## src/rtl/result_drain_pkg.sv

```systemverilog
// Shared types and helpers for the result drain stage: FSM state encoding
// and index width calculation.
package result_drain_pkg;

  typedef enum logic [1:0] {
    IDLE   = 2'd0,
    WAIT   = 2'd1,
    STREAM = 2'd2
  } drain_state_t;

  // Index width for a dimension of size n, never narrower than one bit.
  function automatic int idx_width(input int n);
    return (n > 1) ? $clog2(n) : 1;
  endfunction

endpackage

```

## src/rtl/result_snapshot.sv

```systemverilog
// Capture-enabled register bank holding one full result matrix; loads all
// elements on capture, holds otherwise, clears on asynchronous reset.
module result_snapshot #(
  parameter int W    = 16,
  parameter int ROWS = 2,
  parameter int COLS = 2
) (
  input  logic         clk,
  input  logic         reset,
  input  logic         capture,
  input  logic [W-1:0] result [ROWS][COLS],
  output logic [W-1:0] snap   [ROWS][COLS]
);

  always_ff @(posedge clk or posedge reset) begin
    if (reset) begin
      for (int r = 0; r < ROWS; r++) begin
        for (int c = 0; c < COLS; c++) begin
          snap[r][c] <= '0;
        end
      end
    end else if (capture) begin
      for (int r = 0; r < ROWS; r++) begin
        for (int c = 0; c < COLS; c++) begin
          snap[r][c] <= result[r][c];
        end
      end
    end
  end

endmodule

```

## src/rtl/result_drain.sv

```systemverilog
// Waits LATENCY cycles after start, snapshots the result matrix and streams it
// row-major over valid/ready. Optional trailing sum beat: RESULT_DRAIN_CHECKSUM_EN.
module result_drain
  import result_drain_pkg::*;
#(
  parameter int DATA_WIDTH = 8,
  parameter int A_ROWS     = 2,
  parameter int B_COLS     = 2,
  parameter int LATENCY    = 8
) (
  input  logic                           clk,
  input  logic                           reset,
  input  logic                           start,
  input  logic [2*DATA_WIDTH-1:0]        result [A_ROWS][B_COLS],
  output logic                           m_valid,
  input  logic                           m_ready,
  output logic [2*DATA_WIDTH-1:0]        m_data,
  output logic [idx_width(A_ROWS)-1:0]   m_row,
  output logic [idx_width(B_COLS)-1:0]   m_col,
  output logic                           m_last,
  output logic                           busy,
  output logic                           done
);

  localparam int DW    = 2 * DATA_WIDTH;
  localparam int ROW_W = idx_width(A_ROWS);
  localparam int COL_W = idx_width(B_COLS);
  localparam int LAT_W = idx_width(LATENCY);

  drain_state_t     state;
  drain_state_t     state_nxt;
  logic [LAT_W-1:0] lat_cnt;
  logic [ROW_W-1:0] row;
  logic [COL_W-1:0] col;
  logic             done_q;
  logic             capture;
  logic             xfer;
  logic             elem_last;
  logic             elem_adv;
  logic             last_beat;
  logic [DW-1:0]    elem;
  logic [DW-1:0]    beat_data;
  logic [DW-1:0]    snap [A_ROWS][B_COLS];

  result_snapshot #(
    .W    (DW),
    .ROWS (A_ROWS),
    .COLS (B_COLS)
  ) u_snapshot (
    .clk     (clk),
    .reset   (reset),
    .capture (capture),
    .result  (result),
    .snap    (snap)
  );

  assign capture   = (state == WAIT) && (lat_cnt == '0);
  assign xfer      = m_valid && m_ready;
  assign elem      = snap[row][col];
  assign elem_last = (row == ROW_W'(A_ROWS - 1)) && (col == COL_W'(B_COLS - 1));

`ifdef RESULT_DRAIN_CHECKSUM_EN
  logic          sum_phase;
  logic [DW-1:0] sum_q;

  // Sum wraps naturally at DW bits; the extra beat follows the final element.
  always_ff @(posedge clk or posedge reset) begin
    if (reset) begin
      sum_q     <= '0;
      sum_phase <= 1'b0;
    end else if (capture) begin
      sum_q     <= '0;
      sum_phase <= 1'b0;
    end else if ((state == STREAM) && xfer) begin
      if (sum_phase) begin
        sum_phase <= 1'b0;
      end else begin
        sum_q <= sum_q + elem;
        if (elem_last) begin
          sum_phase <= 1'b1;
        end
      end
    end
  end

  assign last_beat = sum_phase;
  assign beat_data = sum_phase ? sum_q : elem;
  assign elem_adv  = xfer && !sum_phase;
`else
  assign last_beat = elem_last;
  assign beat_data = elem;
  assign elem_adv  = xfer;
`endif

  always_ff @(posedge clk or posedge reset) begin
    if (reset) begin
      state <= IDLE;
    end else begin
      state <= state_nxt;
    end
  end

  always_comb begin
    state_nxt = state;
    case (state)
      IDLE:    if (start) state_nxt = WAIT;
      WAIT:    if (lat_cnt == '0) state_nxt = STREAM;
      STREAM:  if (xfer && last_beat) state_nxt = IDLE;
      default: state_nxt = IDLE;
    endcase
  end

  always_ff @(posedge clk or posedge reset) begin
    if (reset) begin
      lat_cnt <= '0;
    end else if ((state == IDLE) && start) begin
      lat_cnt <= LAT_W'(LATENCY - 1);
    end else if ((state == WAIT) && (lat_cnt != '0)) begin
      lat_cnt <= lat_cnt - 1'b1;
    end
  end

  // Index returns to (0,0) after the final element so the sum beat and the
  // idle outputs both present row/col zero.
  always_ff @(posedge clk or posedge reset) begin
    if (reset) begin
      row <= '0;
      col <= '0;
    end else if (capture) begin
      row <= '0;
      col <= '0;
    end else if ((state == STREAM) && elem_adv) begin
      if (elem_last) begin
        row <= '0;
        col <= '0;
      end else if (col == COL_W'(B_COLS - 1)) begin
        col <= '0;
        row <= row + 1'b1;
      end else begin
        col <= col + 1'b1;
      end
    end
  end

  always_ff @(posedge clk or posedge reset) begin
    if (reset) begin
      done_q <= 1'b0;
    end else begin
      done_q <= (state == STREAM) && xfer && last_beat;
    end
  end

  assign m_valid = (state == STREAM);
  assign m_data  = m_valid ? beat_data : '0;
  assign m_row   = row;
  assign m_col   = col;
  assign m_last  = m_valid && last_beat;
  assign busy    = (state != IDLE);
  assign done    = done_q;

endmodule

```

## config.mk

```make
export PLATFORM = sky130hd
export DESIGN_NAME = result_drain
export DESIGN_NICKNAME = d
export VERILOG_FILES = /design/src/rtl/result_drain_pkg.sv /design/src/rtl/result_snapshot.sv /design/src/rtl/result_drain.sv
export SDC_FILE = /design/constraint.sdc
export NUM_CORES = 1
export LEC_CHECK = 0
export CAP_MARGIN = 5
export CORE_ASPECT_RATIO = 1.2
export CORE_MARGIN = 2
export CORE_UTILIZATION = 48
export CTS_CLUSTER_DIAMETER = 30
export CTS_CLUSTER_SIZE = 30
export DETAILED_ROUTE_END_ITERATION = 10
export PLACE_DENSITY = 0.89
export RECOVER_POWER = 50
export SKIP_CTS_REPAIR_TIMING = 1
export SLEW_MARGIN = 0
export SYNTH_ARGS = -nofsm -noshare
export SYNTH_HDL_FRONTEND = slang
export SYNTH_SLANG_ARGS = --single-unit
```

## constraint.sdc

```tcl
create_clock -name clk -period 2.73 [get_ports clk]
set_input_delay 0.4095 -clock clk [delete_from_list [all_inputs] [get_ports clk]]
set_output_delay 0.4095 -clock clk [all_outputs]
set_load 0.03 [all_outputs]
```

Yosys cells after proc, flatten, opt, wreduce, memory -nomap -nowiden
Cells that the tools add are included.
{"block": "classes", "n_eq_ne": 5, "n_reduce_logical": 18, "n_addsub": 3, "bitwise": 2, "n_lt_le_gt_ge": 2, "n_mux": 21}
{"op": "$mux 32", "n": 3}
{"op": "$mux 16", "n": 4}
{"op": "$logic_and 1x1->1", "n": 9}
{"op": "$mux 1", "n": 8}
{"op": "$mux 2", "n": 3}
{"op": "$mux 3", "n": 2}
{"op": "$pmux 2 s3", "n": 1}
{"op": "$reduce_bool 2->1", "n": 3}
{"op": "$reduce_bool 3->1", "n": 2}
{"op": "$ge 2x2->1 const B", "n": 2}
{"op": "$ne 2x1->1 const B", "n": 2}
{"op": "$not 1->2", "n": 2}
{"op": "$logic_not 3->1", "n": 1}
{"op": "$reduce_and 3->1", "n": 1}
{"op": "$sub 3x1->3 const B", "n": 1}
{"op": "$add 1x1->1 const B", "n": 2}
{"op": "$eq 2x1->1 const B", "n": 1}
{"op": "$eq 2x2->1 const B", "n": 1}
{"op": "$logic_not 2->1", "n": 1}
{"op": "$ne 2x2->1 const B", "n": 1}
{"op": "$reduce_and 2->1", "n": 1}
{"block": "word_totals", "register_bits": 72, "output_inout_bits": 22, "word_cells": 60, "inputBits": 68}

Depth between registers and ports, before layout
Gate-level depths: netlist (run 1).
{"block": "logic_depth", "depth_word": 8, "depth_mapped": 7, "ltp_nobuf": 5}

By module
From an unflattened synthesis (run 1), not the netlist that was laid out.
{"block": "hier_totals", "cells_unflattened": 221, "area_unflattened_um2": 3718.6}
{"module": "result_snapshot", "seq_area_each_um2": 1601.5, "cells_each": 136, "n_inst": 1, "area_per_inst_um2": 2682.6}
{"module": "result_drain", "seq_area_each_um2": 200.2, "cells_each": 85, "n_inst": 1, "area_per_inst_um2": 1036.0}

Worst setup path after synthesis (run 1)
OpenSTA, ideal clock, no wires.
{"block": "synth_timing", "kind": "register to output", "startpoint": "register col, in the netlist m_col", "endpoint": "output m_data[9]", "arrival_ns": 1.761, "stages_incl_launch_ff": 5, "slack_ns": 0.559, "required_time_ns": 2.321, "path_buffers": 2, "cell_sequence": "dfrtp_1 buf_2 buf_2 mux4_2 nor2b_1"}
{"block": "synth_between", "elab_chain_cells": 5}
{"item": "from (decl)", "line": "result_drain.sv:34", "source": "logic [COL_W-1:0] col;"}
{"item": "from (signal assigned)", "line": "result_drain.sv:140", "source": "col <= col + 1'b1;"}
{"item": "$not 1->2 (not written as such)", "line": "result_drain.sv:59", "source": "assign elem = snap[row][col];"}
{"item": "$mux 16 (not written as such) (3 in a row)", "line": "result_drain.sv:59"}
{"item": "$mux 16", "line": "result_drain.sv:154", "source": "assign m_data = m_valid ? beat_data : '0;"}
{"item": "to (decl)", "line": "result_drain.sv:17", "source": "output logic [2*DATA_WIDTH-1:0] m_data,"}
Every way passes these cells. The select of a mux whose other input is x is not followed.

Final worst setup path (run 1)
{"block": "layout_timing", "startpoint": "register col, in the netlist m_col", "endpoint": "output m_data[1]"}
The elaborated chain is that of the path after synthesis.

==> results of run 1 <==
flip-flops by register name, summed over array words and instances (netlist names):
name,count
m_row,1
done,1
lat_cnt,3
u_snapshot.snap,64
state,2
m_col,1
cells by family (layout without fill, tap and decap cells):
group           count (synthesis)  count (layout)  share of synthesized area [%]
xor+xnor                        1               1                          0.265
flops                          72              72                           54.5
compound gates                 10              10                           1.89
fa+ha+maj                       2               2                          0.757
mux                            82              82                           33.3
simple gates                   34              34                           6.02
buf+inv                        19             117                           3.26
worst register-to-register path, delay by kind of cell, from the launching register on:
family                     cells  cell delay (ns)
muxes                          1             0.47
and+or+nand+nor                2             0.34
DFF                            1             0.41
buffers and inverters          2             1.03
adders and majority gates      1             0.17
layout make-up:
type | instances | area, um2 | area share, %
flip-flops and latches | 72 | 1800 | 39.9
multi-input cells | 129 | 1400 | 31.0
repair buffers | 95 | 957 | 21.1
clock buffers | 12 | 155 | 3.43
well taps | 87 | 109 | 2.40
clock inverters | 4 | 76.3 | 1.69
inverters | 6 | 22.5 | 0.498
final timing paths:
path | startpoint | to | slack [ns]
setup / recovery | m_col$_DFFE_PP0P_ | m_data[1] | 0.1
hold / removal | u_snapshot.snap[12]$_DFFE_PP0P_ | u_snapshot.snap[12]$_DFFE_PP0P_ | 0.49
setup reg to reg | lat_cnt[0]$_DFFE_PP0P_ | u_snapshot.snap[4]$_DFFE_PP0P_ | 0.19
hold reg to reg | u_snapshot.snap[12]$_DFFE_PP0P_ | u_snapshot.snap[12]$_DFFE_PP0P_ | 0.49
max in group asynchronous | reset | u_snapshot.snap[44]$_DFFE_PP0P_ | 0.44
min in group asynchronous | reset | u_snapshot.snap[20]$_DFFE_PP0P_ | 0.74
cells in the final DEF (no fill, tap or decap), types with 2 or more instances in the layout:
cell type / count
mux2_1: 27
nor2b_1: 16
a21oi_1: 4
nor2_1: 5
dlymetal6s2s_1: 2
bufinv_16: 2
dfrtp_1: 70
buf_12: 2
clkbuf_1: 2
dlygate4sd3_1: 2
mux4_2: 16
ha_1: 2
nand2b_1: 5
clkbuf_8: 11
mux2i_1: 2
o21ai_0: 2
inv_1: 5
dfrtp_2: 2
clkdlybuf4s50_1: 85
nand2_1: 3
mux2_2: 37
where the power goes:
part / internal, mW / switching [mW]
Clock: 0.566 / 0.390
Sequential: 1.59 / 0.285
Combinational: 0.905 / 0.480
Total: 3.06 / 1.15
stage by stage:
step | setup WS [ns] | TNS [ns] | instance area, um2 | power, mW
6_report | 0.0990 | 0 | 4530 | 4.21
5_1_grt | 0.00473 | 0 | 4530 | 4.50
4_1_cts | -0.0140 | -0.0140 | 4550 | 4.28
3_5_place_dp | 0.378 | 0 | 4320 | 3.31
3_3_place_gp | 0.407 | 0 | 4320 | 3.22
2_1_floorplan | 0.496 | 0 | 3310 | 2.90
layer usage:
metal  up-vias  part of all wire [%]
met5         -                     0
met4         0                   2.1
met3        12                   4.1
met2        52                    52
met1      1031                    41
li1        972                     -
==> results by group, run 1 <==
Run status
  • Run status: finished clean

STA
  • WHS: 0.488 ns
  • Max transition margin: 18.2%
  • Least-Margin Pin Slew: 1.23 ns
  • Max frequency: approximately 0.38 GHz
  • Setup skew after layout: 0.00750 ns
  • Tmin final: approximately 2.6 ns
  • Setup violators final: 0
  • Period utilization: 96.4%
  • Unrepaired setup endpoints after global routing: no
  • Slew Viols, Final: 0
  • Final Hold Viols: 0

Logic synthesis
  • Yosys top cell area share: between 50% and 60%
  • FFs w/ async S/R, synth: 100%
  • Top-count cell post-synth: dfrtp_1
  • Synthesized area per cell: 15.0 um2
  • Post-Syn Area: 3310 um2
  • Yosys reg bits: 72
  • Syn_nets: 290
  • Synth warnings: 0
  • Sequential share of the synthesized area: 54.5%
  • Most frequent cells after synthesis: 72 x dfrtp_1, 37 x mux2_2, 27 x mux2_1, 16 x mux4_2, 16 x nor2b_1
  • Area leader, netlist: dfrtp_1
  • Synth top area cells: dfrtp_1 55%, mux2_2 13%, mux4_2 11%
  • Mapped Cells: 220
  • Post-synth EDFFs: 0
  • Netlist cell types: 28
  • Main flop type after synthesis: dfrtp_1

Clock network
  • Clock slew at reported path FFs: 0.07 ns
  • CTS tree: done
  • Latest clock arrival within the worst-skew pair: 0.35 ns
  • Total CTS buffers: 9
  • Clock tree buffer depth: 2
  • Root buf cell: clkbuf_8
  • Clock Sinks: between 70 and 80
  • H-tree depth: 3

Route
  • Drt drc: 0
  • DRT iter0 DRCs: 68
  • Detailed-router iteration count before antenna repair: 3
  • Final WL: approximately 6700 um
  • Routed Antenna Nets: 0
  • Routed len/inst: 16.5 um
  • Via-to-Cell Ratio: 5.10
  • DR vias: 2067

Global route
  • Most Crowded Layer GR: met2
  • M3 GR Usage: 4.49%
  • Antenna violations before repair: 0
  • Met1 usage: 24.4%
  • Gr ovfl total: 0
  • GRT Total Usage: 19.7%
  • Met2 Use GR: 32.8%
  • First-pass GRT wire length: approximately 11000 um
  • Vias in the first global route: 2235
  • Largest net degree at the start of global routing: 52

Setup path
  • Peak per-stage delay on the critical path: 0.59 ns
  • Levels on crit path: 4
  • CP bufs+invs: 2
  • Critical Path Slowest Stage Cell: clkdlybuf4s50_1
  • Worst Setup End Kind: primary output
  • Crit-path max FO: 16
  • Crit path launch type: flip-flop
  • Worst path cell trace: buf_12 -> mux4_2 -> nor2b_1 -> clkdlybuf4s50_1
  • Critical path type: reg -> out
  • Largest delay share family, worst path: buffers and inverters
  • Required time worst endpoint: 2.32 ns
  • Critical path arrival: 2.22 ns
  • Reg2Reg Depth: 6

Die
  • Rows: 33
  • Initial core utilization: a little under 50%
  • CORE AREA: roughly 6800 um2
  • Overall die width: 79.8 um
  • Die area: ~7600 um2
  • Top-level I/O count: 90
  • Die height: between 90 and 100 um

Placement
  • Routability Congestion: about 0.77
  • Post-DP HPWL: 4730 um
  • # port buffers: 89
  • Placed insts: a little under 400

Finish
  • Area Overhead vs Synth: 36.9%
  • Fillers: 500
  • N_diodes: 0
  • Nets: about 380
  • Final cell count without fillers: around 410
  • Util after Layout: 66.9%
  • Layout cells sized above 1: 24.5%

Hold path
  • Hold crit path type: reg -> reg
  • Hold Path Stages: 1

Flow run
  • # Max-Cap Violations: 0

Power
  • Pwr/cell area: roughly 930 nW/um2
  • Pleak: ~1.9 nW
  • Max VDD drop: 0.517 mV
Note: power is estimated with default switching activity, not from simulation.
==> run 2, diff against run 1 <==
Settings changed: REMOVE_ABC_BUFFERS set to 1, SKIP_LAST_GASP set to 1.
==> results by group, run 2 (same netlist as run 1, synthesis figures left out) <==
Finish
  • Area Overhead vs Synth: 35.0%
  • Fillers: 538 (+7.6%)
  • Final cell count without fillers: 405 (unchanged)
  • Most frequent cells in the layout: 87 x clkdlybuf4s50_1, 72 x dfrtp_1, 37 x mux2_2
  • Util after Layout: 65.9% (-0.96 points)
  • N_diodes: 0 (unchanged)
  • Max FFs per register: 64 (unchanged)
  • Nets: 383 (unchanged)
  • Multi-input logic area: 1400 um2 (unchanged)
  • Reg with most FFs: u_snapshot.snap
  • Reg area: 1800 um2 (-0.14%)
  • Layout cells sized above 1: 23.6% (-0.94 points)
  • Biggest regs: u_snapshot.snap x64, lat_cnt x3, state x2
  • Most common cell after layout, fill and taps aside: clkdlybuf4s50_1

Route
  • Routed Antenna Nets: 0 (unchanged)
  • Detailed-router iteration count before antenna repair: 4 (+1)
  • Routed len/inst: 16.1 um (-2.3%)
  • Final WL: 6520 um (-2.3%)
  • DR vias: 2093 (+1.3%)
  • DRT iter0 DRCs: 87 (+28%)
  • Drt drc: 0 (unchanged)
  • Via-to-Cell Ratio: 5.17 (+1.3%)

Power
  • Comb pwr share: 34.4% (+1.5 points)
  • Switching power: 1.12 mW (-2.5%)
  • Sequential Power Share: 46.3% (+1.9 points)
  • Switching share of power: 27.9% (+0.54 points)
  • Clock Power Share: 19.3% (-3.4 points)
  • Pleak: 1.83 nW (-2.7%)
  • Power Internal: 2.90 mW (-5.1%)
  • Pwr/cell area: 903 nW/um2 (-3.0%)
  • Max VDD drop: 0.624 mV (+21%)

STA
  • Least-Margin Pin Slew: 1.05 ns (-0.174 ns)
  • WHS: 0.484 ns (-0.00434 ns)
  • Period utilization: 94.4% (-2.0 points)
  • Setup skew after layout: 0.00940 ns (+0.00190 ns)
  • Max frequency: 0.388 GHz (+2.1%)
  • Unrepaired setup endpoints after global routing: no
  • Tmin final: 2.58 ns (-0.0543 ns)
  • Setup violators final: 0 (unchanged)
  • Slew Viols, Final: 0 (unchanged)
  • Max transition margin: 29.8% (+12 points)
  • Final Hold Viols: 0 (unchanged)

Global route
  • Antenna violations before repair: 0 (unchanged)
  • GRT Total Usage: 18.7% (-1.1 points)
  • Vias in the first global route: 2194 (-1.8%)
  • First-pass GRT wire length: 10600 um (-4.3%)
  • Gr ovfl total: 0 (unchanged)
  • Largest net degree at the start of global routing: 68 (+31%)

Placement
  • Post-DP HPWL: 4600 um (-2.7%)
  • # port buffers: 89 (unchanged)
  • Placed insts: 389 (unchanged)
  • Routability Congestion: 0.727 (-5.7%)

Die
  • Rows: 33 (unchanged)
  • Overall die width: 79.8 um (unchanged)
  • CORE AREA: 6770 um2 (unchanged)
  • Die height: 94.9 um (unchanged)
  • Initial core utilization: 48.8% (unchanged)
  • Top-level I/O count: 90 (unchanged)
  • Die area: 7570 um2 (unchanged)

Setup path
  • Crit path launch type: flip-flop
  • Crit-path max FO: 12 (-4)
  • Critical path type: reg -> out
  • Required time worst endpoint: 2.32 ns (about the same)
  • Largest delay share family, worst path: buffers and inverters
  • Worst Setup End Kind: primary output
  • Critical path arrival: 2.17 ns (-0.05 ns)
  • Peak per-stage delay on the critical path: 0.60 ns (about the same)
  • CP bufs+invs: 2 (unchanged)
  • Worst path cell trace: buf_4 -> mux4_2 -> nor2b_1 -> clkdlybuf4s50_1
  • Critical Path Slowest Stage Cell: clkdlybuf4s50_1

Hold path
  • Hold crit path type: reg -> reg

Clock network
  • H-tree depth: 3 (unchanged)
  • Clock Sinks: 72 (unchanged)
  • Total CTS buffers: 9 (unchanged)
  • Clock tree buffer depth: 2 (unchanged)
  • Latest clock arrival within the worst-skew pair: 0.33 ns (-0.02 ns)
  • CTS tree: done
  • Root buf cell: clkbuf_8
  • Clock slew at reported path FFs: 0.07 ns (about the same)

Run status
  • Run status: finished clean

Flow run
  • # Max-Cap Violations: 0 (unchanged)
==> run 2: changes by cell type in the layout (fill, tap and decap cells not counted), moves of 2 or more <==
cell / change
dfrtp_2: -2
clkdlybuf4s50_1: +2
clkbuf_8: -2
clkinv_2: +3
buf_4: +2
dlymetal6s2s_1: -2
dfrtp_1: +2
==> run 2: routing by layer <==
metal  vias up  GRT usage (%)  routed length, um
li1        971              -                  -
met1      1057           22.9               2720
met2        56           31.2               3340
met3         9           4.59                368
met4         0           8.47                 92
met5         -              0                  0
==> run 2: layout make-up <==
type	count	area share (%)
clock inverters	4	1.01
clock buffers	12	3.03
well taps	87	2.44
inverters	6	0.505
multi-input cells	129	31.4
repair buffers	95	21.2
flip-flops and latches	72	40.4
==> run 2: worst register-to-register path, stage by stage (launching register included) <==
cell and delay [ns]:
dfrtp_1 0.40, inv_1 0.09, ha_1 0.18, nand2b_1 0.18, nor3_4 0.15, clkbuf_4 0.72
mux2_2 0.49
==> run 2: per-stage QoR <==
step	setup TNS [ns]	setup WS (ns)	cell area, um2	power (mW)
detailed placement	0	0.491	4310	3.31
finish	0	0.153	4460	4.03
floorplan	-78.41	-1.22	3220	2.87
global route	0	0.0332	4460	4.31
CTS	0	0.114	4490	4.10
global placement	0	0.507	4310	3.19
==> run 2: power groups by stage <==
stage	registers [mW]	logic [mW]	clock network, mW
2_1_floorplan	1.82	1.05	0
3_3_place_gp	1.84	1.35	0
3_5_place_dp	1.89	1.42	0
4_1_cts	1.87	1.43	0.809
5_1_grt	1.93	1.52	0.857
6_report	1.87	1.38	0.778
==> run 2: final timing paths <==
path	endpoint	start	slack (ns)	cells past startpoint
max	m_data[6]	m_col$_DFFE_PP0P_	0.15	4
min	u_snapshot.snap[61]$_DFFE_PP0P_	u_snapshot.snap[61]$_DFFE_PP0P_	0.48	1
max reg2reg	u_snapshot.snap[22]$_DFFE_PP0P_	lat_cnt[0]$_DFFE_PP0P_	0.41	6
min reg2reg	u_snapshot.snap[61]$_DFFE_PP0P_	u_snapshot.snap[61]$_DFFE_PP0P_	0.48	1
max in group asynchronous	u_snapshot.snap[43]$_DFFE_PP0P_	reset	0.42	3
min in group asynchronous	u_snapshot.snap[25]$_DFFE_PP0P_	reset	0.73	2
==> run 3, diff against run 2 <==
Settings changed: ABC_AREA set to 0.
==> results of run 3 <==
Final layout, timing and power as in run 2 (identical DEF).
